## src/rtl/mms_stream_sel.sv

```systemverilog
// mms_stream_sel: streaming frame max/min selector.
// One shared comparator; registered valid/ready result port.
module mms_stream_sel #(
  parameter int WIDTH     = 8,
  parameter int FRAME_LEN = 4
) (
  input  logic             clk,
  input  logic             rst_n,
  input  logic             clear,
  input  logic             select,
  input  logic             in_valid,
  output logic             in_ready,
  input  logic [WIDTH-1:0] in_data,
  output logic             out_valid,
  input  logic             out_ready,
  output logic [WIDTH-1:0] result,
  output logic [7:0]       result_idx,
  output logic             busy
);

  typedef enum logic [1:0] {
    IDLE  = 2'd0,
    ACCUM = 2'd1,
    DONE  = 2'd2
  } state_e;

  localparam logic [7:0] LAST = 8'(FRAME_LEN - 1);

  state_e           state_q, state_d;
  logic [WIDTH-1:0] acc_q, acc_d;
  logic [7:0]       idx_q, idx_d;
  logic [7:0]       cnt_q, cnt_d;
  logic             sel_q, sel_d;
  logic [WIDTH-1:0] res_q, res_d;
  logic [7:0]       res_idx_q, res_idx_d;
  logic             ovalid_q, ovalid_d;

  logic             accept;
  logic             wins;
  logic [WIDTH-1:0] win_data;
  logic [7:0]       win_idx;

  assign in_ready = (state_q != DONE);
  assign accept   = in_valid && in_ready;

  // Strict compare: ties keep the earlier (lower-index) word.
  assign wins     = sel_q ? (in_data < acc_q) : (in_data > acc_q);
  assign win_data = wins ? in_data : acc_q;
  assign win_idx  = wins ? cnt_q : idx_q;

  always_comb begin
    state_d   = state_q;
    acc_d     = acc_q;
    idx_d     = idx_q;
    cnt_d     = cnt_q;
    sel_d     = sel_q;
    res_d     = res_q;
    res_idx_d = res_idx_q;
    ovalid_d  = ovalid_q;
    if (clear) begin
      state_d  = IDLE;
      cnt_d    = '0;
      ovalid_d = 1'b0;
    end else begin
      unique case (state_q)
        IDLE: begin
          if (accept) begin
            sel_d   = select;
            acc_d   = in_data;
            idx_d   = '0;
            cnt_d   = 8'd1;
            state_d = ACCUM;
          end
        end
        ACCUM: begin
          if (accept) begin
            cnt_d = cnt_q + 8'd1;
            acc_d = win_data;
            idx_d = win_idx;
            if (cnt_q == LAST) begin
              res_d     = win_data;
              res_idx_d = win_idx;
              ovalid_d  = 1'b1;
              state_d   = DONE;
            end
          end
        end
        DONE: begin
          if (ovalid_q && out_ready) begin
            ovalid_d = 1'b0;
            state_d  = IDLE;
          end
        end
        default: state_d = IDLE;
      endcase
    end
  end

  always_ff @(posedge clk or negedge rst_n) begin
    if (!rst_n) begin
      state_q   <= IDLE;
      acc_q     <= '0;
      idx_q     <= '0;
      cnt_q     <= '0;
      sel_q     <= 1'b0;
      res_q     <= '0;
      res_idx_q <= '0;
      ovalid_q  <= 1'b0;
    end else begin
      state_q   <= state_d;
      acc_q     <= acc_d;
      idx_q     <= idx_d;
      cnt_q     <= cnt_d;
      sel_q     <= sel_d;
      res_q     <= res_d;
      res_idx_q <= res_idx_d;
      ovalid_q  <= ovalid_d;
    end
  end

  assign out_valid  = ovalid_q;
  assign result     = res_q;
  assign result_idx = res_idx_q;
  assign busy       = (state_q != IDLE);

endmodule

```

## config.mk

```make
export PLATFORM = sky130hd
export DESIGN_NAME = mms_stream_sel
export DESIGN_NICKNAME = d
export VERILOG_FILES = /design/src/rtl/mms_stream_sel.sv
export SDC_FILE = /design/constraint.sdc
export NUM_CORES = 1
export LEC_CHECK = 0
export CAP_MARGIN = 20
export CORE_MARGIN = 2
export CORE_UTILIZATION = 58
export CTS_CLUSTER_DIAMETER = 120
export CTS_CLUSTER_SIZE = 14
export DETAILED_ROUTE_END_ITERATION = 6
export PLACE_DENSITY_LB_ADDON = 0.12
export SLEW_MARGIN = 5
export SYNTH_ARGS = -nofsm -noshare
export SYNTH_HDL_FRONTEND = slang
export SYNTH_SLANG_ARGS = --single-unit
```

## constraint.sdc

```tcl
create_clock -name clk -period 6 [get_ports clk]
set_clock_uncertainty 0.05 [all_clocks]
set_input_delay 0.6 -clock clk [delete_from_list [all_inputs] [get_ports clk]]
set_output_delay 0.6 -clock clk [all_outputs]
set_load 0.01 [all_outputs]
```

==> metrics.txt, run 1 <==
Min Clock Period, post-route=3200 ps; row cnt=22; dpl ws=2510 ps; Synth top area share=0.502; layout cells sized above 1=0.0894; DP HPWL=3020 um; Synth Net Count=240; reg-to-reg slack, setup=3160 ps; fin nets=268; Arr. time, crit path=3340 ps; Die W=65.5 um; commonest non-fill, non-tap cells in the layout=44 x dfrtp_1, 31 x clkdlybuf4s50_1, 22 x nand2_1, 22 x nor2_1, 17 x o21ai_0; total gr overflow=0; die area=4290 um2; Worst Slack Setup Final=2800 ps; initial drt markers=137; area share of xor/xnor cells in the synthesized design=0.0200; pin count of the biggest net entering global routing=45; Critical-path top delay cell=o41ai_4; outcome=finished clean; Core ar.=3660 um2; startpoint types=input port; HP Class=in2async; clk buf depth=2; worst-path fanout max=16; cts repair resizes=0; hold slack final=394 ps; vias in the first global route=1627; vias=1732; TritonCTS clock tree=built; f_max=0.312 GHz; max_cap viols=0; Residual DRC=0; RSZ-0062 raised after global routing=no; leading area contributor after synthesis=dfrtp_1; sequential share of the synthesized area=0.502; main combinational cell family by area after synthesis=compound AO/OA/AOI/OAI gates; Ant. Diodes=0; Inst Count DP=286; complex-gate fraction of the synthesized area=0.192; Synth Area in Adders=0.0513; initial antenna violation count=0; worst skew pair latency=300 ps; WP data required=6130 ps; Max VDD drop=0.168 mV; I/O pin count=33; final hold vios=0; Die H=65.5 um; commonest non-fill, non-tap cell in the layout=dfrtp_1; slowest stage delay, CP=840 ps; Power, Total=710 uW; Final setup viols=0; routed vias/inst=5.89; Placer Congestion=0.888; Port Buffer Count=32; Inserted Clock Buffers=5; Worst-Margin Slew=999 ps; post-synthesis simple-gate area fraction=0.134; CTS Hold Bufs=0; Overall Global Routing Usage=0.229; clock sink count=44; Crit. End Element=flop; Mapped Avg Cell Area=10.1 um2; root buf cell=clkbuf_8; total negative slack=0 ps; Post-CTS Setup Bufs=0; final number of max-transition violations=0; critical path type=in2reg; largest cells by area after synthesis=dfrtp_1 50%, ha_1 5.1%, mux2_2 4.1%; Lkg Pwr=0.00116 uW; cell chain of the critical path=clkdlybuf4s50_1, ha_1, nor2b_1, o211ai_1, a21o_1, a211oi_2, o41ai_4, mux2_2; final std cells w/o fill=294; max_slew headroom=0.332; Reg clk slew, reported paths=80 ps; post-synthesis cell area=2190 um2; wire per inst=14.9 um; iteration count of the initial detailed-routing pass=4; synth warn=0; Syn-to-layout area delta=19.6%; Cell Pwr Density=270 nW/um2; first-pass GRT wire length=7470 um; WL final=4380 um; Final ANT Viol Nets=0; Cells after Synth=217; Netlist cell types=40; flops & latches, synth=44; period utilisation layout=0.534; Initial Utilization=0.599; mux share of post-synthesis cell area=0.0559; H-tree levels=2
## path summary, 6_finish.rpt
check | from | endpoint | depth (start not counted)
min in group clk | result_idx[3] | result_idx[3] | 2
worst min-delay path | rst_n | result[3] | 1
worst max register to register | acc_q[5] | acc_q[0] | 8
max in group asynchronous | rst_n | acc_q[1] | 1
worst min register to register | result_idx[3] | result_idx[3] | 2
worst max-delay path | in_data[1] | acc_q[0] | 8
## power breakdown
group          internal [uW]  switching (uW)  total [uW]
Clock                    125             106         231
Sequential               316            16.9         333
Combinational           59.1            85.6         145
## registers in the layout, summed over array words and instances (netlist names)
| register | flops |
|---|---|
| acc_q | 8 |
| cnt_q | 8 |
| idx_q | 8 |
| out_valid | 1 |
| result | 8 |
| result_idx | 8 |
| sel_q | 1 |
| state_q | 2 |
## cells by family after synthesis
family / after synthesis
buffers and inverters: 21
muxes: 11
and+or+nand+nor: 64
adders and majority gates: 9
AOI/OAI and AO/OA: 63
DFF: 44
xor gates and xnor gates: 5
## per-stage QoR
stage,utilization,cell area [um2]
5_1_grt,0.717,2620
6_report,0.717,2620
2_1_floorplan,-,2190
3_5_place_dp,0.685,2510
3_3_place_gp,0.685,2510
4_1_cts,0.717,2620
## Yosys cell counts (all sizes together)
cell type / n
o41ai: 1
dfrtp: 44
xor2: 4
o211ai: 2
and3: 1
a21o: 2
or4: 1
nor2: 22
nand2: 22
nand3: 4
mux2i: 1
a22o: 8
or2: 1
nor3: 1
o2111ai: 2
xnor2: 1
inv: 10
and2: 4
buf: 4
a211oi: 1
o21bai: 1
o2111a: 1
nand2b: 1
mux2: 10
nor4: 2
o21a: 1
a21oi: 16
clkbuf: 7
a211o: 1
a22oi: 1
ha: 9
o21ai: 17
a31oi: 9
nand4: 3
nor2b: 2
## cell type report
class,instances,area (um2)
sequential,44,1100
fill,297,1040
multi-input combinational,152,995
timing repair buffer,32,315
clock buffer,5,68.8
tap,48,60.1
clock inverter,3,46.3
inverter,10,37.5
## per-layer routing
metal / part of all wire / up-vias / routed length [um] / track usage
met5: 0 / - / 0 / 0
met4: 0.0094 / 0 / 41 / 0.0677
met3: 0.061 / 5 / 269 / 0.0599
met2: 0.45 / 51 / 1980 / 0.346
met1: 0.48 / 851 / 2090 / 0.328
li1: - / 825 / - / -
## critical path: cells and delay by family
kind | cells | cell delay (ps)
adders and majority gates | 1 | 320
buffers and inverters | 1 | 450
muxes | 1 | 420
AOI/OAI and AO/OA | 4 | 1400
and+or+nand+nor | 1 | 130
(Power assumes the default switching activity.)
==> run 2: changes to the inputs <==
- CORE_UTILIZATION: 58 -> 48
- clock period: 6 -> 2.7 ns (I/O delays scaled with it)
==> run 2 against run 1 <==
Net effect:
- highest routed layer unchanged
- critical endpoint unchanged
- combinational power increased to 2.5 times the previous value
- clock-buffer cell count rose by 1
- critical path type unchanged
- utilization shrank 8.5 points
- total power increased by 130%
- worst hold slack got worse by 44 ps
==> metrics.txt, run 2 (synthesis results as in run 1) <==
Reg clk slew, reported paths=80 ps (about the same); commonest non-fill, non-tap cells in the layout=44 x dfrtp_1, 31 x clkdlybuf4s50_1, 22 x nand2_1, 22 x nor2_1, 17 x o21ai_0; max_cap viols=0 (unchanged); max_slew headroom=0.724 (+0.392); Max VDD drop=0.503 mV (+200%); final hold vios=0 (unchanged); hold slack final=351 ps (-43.7 ps); Arr. time, crit path=2490 ps (-850 ps); startpoint types=input port; Die H=71.6 um (+9.3%); first-pass GRT wire length=7940 um (+6.4%); pin count of the biggest net entering global routing=45 (unchanged); iteration count of the initial detailed-routing pass=4 (unchanged); Post-CTS Setup Bufs=0 (unchanged); total gr overflow=0 (unchanged); Top Usage Layer GRT=met2; Overall Global Routing Usage=0.200 (-0.0288); layout cells sized above 1=0.141 (+0.0518); commonest non-fill, non-tap cell in the layout=dfrtp_1; CTS Hold Bufs=0 (unchanged); Ant. Diodes=0 (unchanged); storage element area=1100 um2 (unchanged); vias in the first global route=1669 (+2.6%); Cell Pwr Density=593 nW/um2 (+120%); routed vias/inst=5.48 (-6.9%); root buf cell=clkbuf_8; row cnt=24 (+9.1%); worst-path fanout max=10 (-6); worst skew pair latency=300 ps (about the same); I/O pin count=33 (unchanged); crit path from=in_data[5]; Power, Total=1640 uW (+130%); DP HPWL=3310 um (+9.4%); total negative slack=0 ps (unchanged); cts repair resizes=0 (unchanged); Lkg Pwr=0.00125 uW (+7.5%); multi-input logic area=995 um2 (unchanged); Final setup viols=0 (unchanged); initial drt markers=106 (-23%); Residual DRC=0 (unchanged); outcome=finished clean; die area=5130 um2 (+20%); dpl ws=29.5 ps (-2480 ps); WP data required=2840 ps (-3290 ps); WL final=4700 um (+7.2%); Core ar.=4380 um2 (+20%); Placer Congestion=0.817 (-8.0%); initial antenna violation count=0 (unchanged); RSZ-0062 raised after global routing=no; final number of max-transition violations=0 (unchanged); CP endpoint=acc_q[0]; Initial Utilization=0.501 (-0.0989); vias=1722 (-0.58%); Die W=71.6 um (+9.3%); period utilisation layout=0.870; H-tree levels=2 (unchanged); clock sink count=44 (unchanged); met2 usage=0.296 (-0.0494); reg-to-reg slack, setup=370 ps (-2790 ps); met1 Use GR=0.291 (-0.0370); Reg-to-Reg Start=acc_q[5]; HP Class=in2async; Port Buffer Count=32 (unchanged); Worst Slack Setup Final=351 ps (-2440 ps); grt met3 use=0.0492 (-0.0107); worst r2r dst=acc_q[0]; TritonCTS clock tree=built; Worst R2R Path Depth=9 (+1); wire per inst=15.0 um (+0.39%); FILL cells=375 (+26%); fin nets=284 (+6.0%); Min Clock Period, post-route=2350 ps; Worst-Margin Slew=412 ps (-587 ps); Syn-to-layout area delta=26.2%; clk buf depth=2 (unchanged); Crit. End Element=flop; critical path type=in2reg; f_max=0.426 GHz; Inserted Clock Buffers=5 (unchanged); Final ANT Viol Nets=0 (unchanged)
-- run 2: where the power goes --
group / internal, uW / switching, uW
Combinational: 173 / 196
Sequential: 703 / 38.3
Clock: 302 / 230
Total: 1180 / 464
-- run 2: worst min-delay path by stage --
stage / depth (start not counted) / from / slack, ps / to
floorplan: 0 / rst_n / -80 / acc_q[0]
global placement: 2 / result_idx[4] / 420 / result_idx[4]
detailed placement: 2 / result_idx[5] / 420 / result_idx[5]
CTS: 1 / rst_n / 100 / cnt_q[1]
global route: 2 / rst_n / 380 / result[2]
finish: 2 / rst_n / 350 / state_q[0]
-- run 2: stage by stage --
| stage | std cells | utilization | area, um2 |
|---|---|---|---|
| 6_report | 314 | 0.632 | 2770 |
| 5_1_grt | 314 | 0.632 | 2770 |
| 4_1_cts | 312 | 0.625 | 2740 |
| 3_5_place_dp | 304 | 0.597 | 2620 |
| 3_3_place_gp | 304 | 0.597 | 2620 |
| 2_1_floorplan | 217 | - | 2190 |
-- run 2: worst max-delay path, stage by stage --
cell and delay (ps):
clkdlybuf4s50_1 450, ha_1 320, a21oi_1 60, o21a_1 190, and2_1 160, and2_4 170, o41ai_4 300, buf_4 230
mux2_2 340
-- run 2: routing by layer --
layer,up-vias,part of all wire
li1,857,-
met1,819,0.50
met2,41,0.45
met3,5,0.044
met4,0,0.011
met5,-,0
-- run 2: final cells by class --
cell class	count	share of cell area
flip-flops and latches	44	0.397
multi-input cells	152	0.359
repair buffers	48	0.163
clock buffers	6	0.0298
well taps	52	0.0235
clock inverters	2	0.0140
inverters	10	0.0136
==> run 3: changes to the inputs <==
- CORE_UTILIZATION: 48 -> 53
- SLEW_MARGIN: 5 -> 25
- clock period: 2.7 -> 2.55 ns (I/O delays scaled with it)
==> run 3 against run 2 <==
Net effect:
- clock power is 1% higher
- sequential share of layout area down 0.62 points
- flip-flop and latch count stayed put
==> metrics.txt, run 3 (synthesis results as in run 1) <==
outcome=finished clean; Port Buffer Count=32 (unchanged); vias=1766 (+2.6%); WP data required=2690 ps (-150 ps); cell chain of the critical path=clkdlybuf4s50_1, ha_1, nor2b_1, o211ai_1, a21o_1, and2_4, o41ai_4, buf_4, mux2_2; fin util=0.703 (+0.0716); HP Class=in2async; max_slew headroom=0.639 (-0.0849); Crit. End Element=flop; Power, Total=1740 uW (+5.7%); critical path type=in2reg; commonest non-fill, non-tap cells in the layout=44 x dfrtp_1, 31 x clkdlybuf4s50_1, 22 x nand2_1, 22 x nor2_1, 19 x buf_4; commonest non-fill, non-tap cell in the layout=dfrtp_1; critical path's top delay family=buffers and inverters; Final setup viols=0 (unchanged); Critical-path top delay cell=clkdlybuf4s50_1; initial antenna violation count=0 (unchanged); pin count of the biggest net entering global routing=45 (unchanged); f_max=0.423 GHz; Placer Congestion=0.815 (-0.28%); total negative slack=0 ps (unchanged); clk buf depth=2 (unchanged); Inserted Clock Buffers=5 (unchanged); reg-to-reg slack, setup=200 ps (-170 ps); Worst Slack Setup Final=184 ps (-167 ps); Syn-to-layout area delta=28.2%; Worst-Margin Slew=541 ps (+129 ps); period utilisation layout=0.928; Max VDD drop=0.412 mV (-18%); DP HPWL=3360 um (+1.6%); fin nets=289 (+1.8%); final hold vios=0 (unchanged); first-pass GRT wire length=7910 um (-0.43%); row cnt=23 (-4.2%); Die H=68.4 um (-4.6%); RSZ-0062 raised after global routing=no; Final ANT Viol Nets=0 (unchanged); root buf cell=clkbuf_8; worst path buffer plus inverter count=2 (unchanged); Reg clk slew, reported paths=80 ps (about the same); total gr overflow=0 (unchanged); layout cells sized above 1=0.157 (+0.0161); clock sink count=44 (unchanged); iteration count of the initial detailed-routing pass=4 (unchanged); dpl ws=-126 ps (-155 ps); H-tree levels=2 (unchanged); CTS Hold Bufs=0 (unchanged); Arr. time, crit path=2500 ps (about the same); worst r2r dst=acc_q[6]; die area=4670 um2 (-8.9%); routed vias/inst=5.57 (+1.6%); Cell Pwr Density=617 nW/um2 (+4.1%); Core ar.=4000 um2 (-8.8%); slowest stage delay, CP=440 ps (about the same); Lkg Pwr=0.00127 uW (+2.0%); Min Clock Period, post-route=2370 ps; Die W=68.4 um (-4.6%); max_cap viols=0 (unchanged); Post-CTS Setup Bufs=0 (unchanged); final number of max-transition violations=0 (unchanged); worst skew pair latency=300 ps (about the same); Worst R2R Path Depth=9 (unchanged); initial drt markers=115 (+8.5%); wire per inst=14.6 um (-2.6%); Ant. Diodes=0 (unchanged); Residual DRC=0 (unchanged); I/O pin count=33 (unchanged); TritonCTS clock tree=built; Overall Global Routing Usage=0.229 (+0.0289); startpoint types=input port; vias in the first global route=1726 (+3.4%); WL final=4620 um (-1.7%); Reg-to-Reg Start=acc_q[5]; cts repair resizes=0 (unchanged); worst-path fanout max=5 (-5); Initial Utilization=0.549 (+0.0481)
==> run 3: changes by cell type in the layout (fill, tap and decap cells not counted), sizes merged <==
cell | previous run | this run
clkinv | 1 | 0
clkinvlp | 0 | 1
buf | 16 | 21
inv | 10 | 11
clkbuf | 6 | 5
==> run 3: final cells by class <==
| class | count | area, um2 |
|---|---|---|
| Fill cell | 322 | 1190 |
| Timing Repair Buffer | 53 | 503 |
| Clock inverter | 3 | 46.3 |
| Sequential cell | 44 | 1100 |
| Tap cell | 50 | 62.6 |
| Multi-Input combinational cell | 152 | 995 |
| Clock buffer | 5 | 68.8 |
| Inverter | 10 | 37.5 |
==> run 3: routing by layer <==
layer  up-vias  share of wire  GRT usage  wire length, um
li1        868              -          -                -
met3         7          0.048     0.0444              222
met2        41           0.46      0.376             2110
met1       850           0.48      0.312             2240
met5         -              0          0                0
met4         0          0.010     0.0600               48
==> run 3: worst max-delay path by stage <==
stage                     startpoint       endpoint  slack [ps]  depth (start not counted)
final                     in_data[1]       acc_q[6]         180                          9
after global routing        cnt_q[2]  result_idx[7]          90                          6
after CTS                 in_data[1]       acc_q[6]         180                          9
after detailed placement  in_data[1]       acc_q[6]        -130                          9
after global placement    in_data[5]       acc_q[6]         -50                          9
after floorplan             acc_q[5]       acc_q[4]         180                          9
==> run 3: through the flow <==
stage	area, um2	hold WS [ps]	cells
after floorplan	2190	-90.6	217
after global placement	2690	412	308
after detailed placement	2690	407	308
after CTS	2800	82.7	316
after global routing	2810	484	317
final	2810	419	317
==> run 3: power breakdown <==
part	internal (uW)	switching, uW
Sequential	745	37.6
Clock	295	244
Combinational	197	218
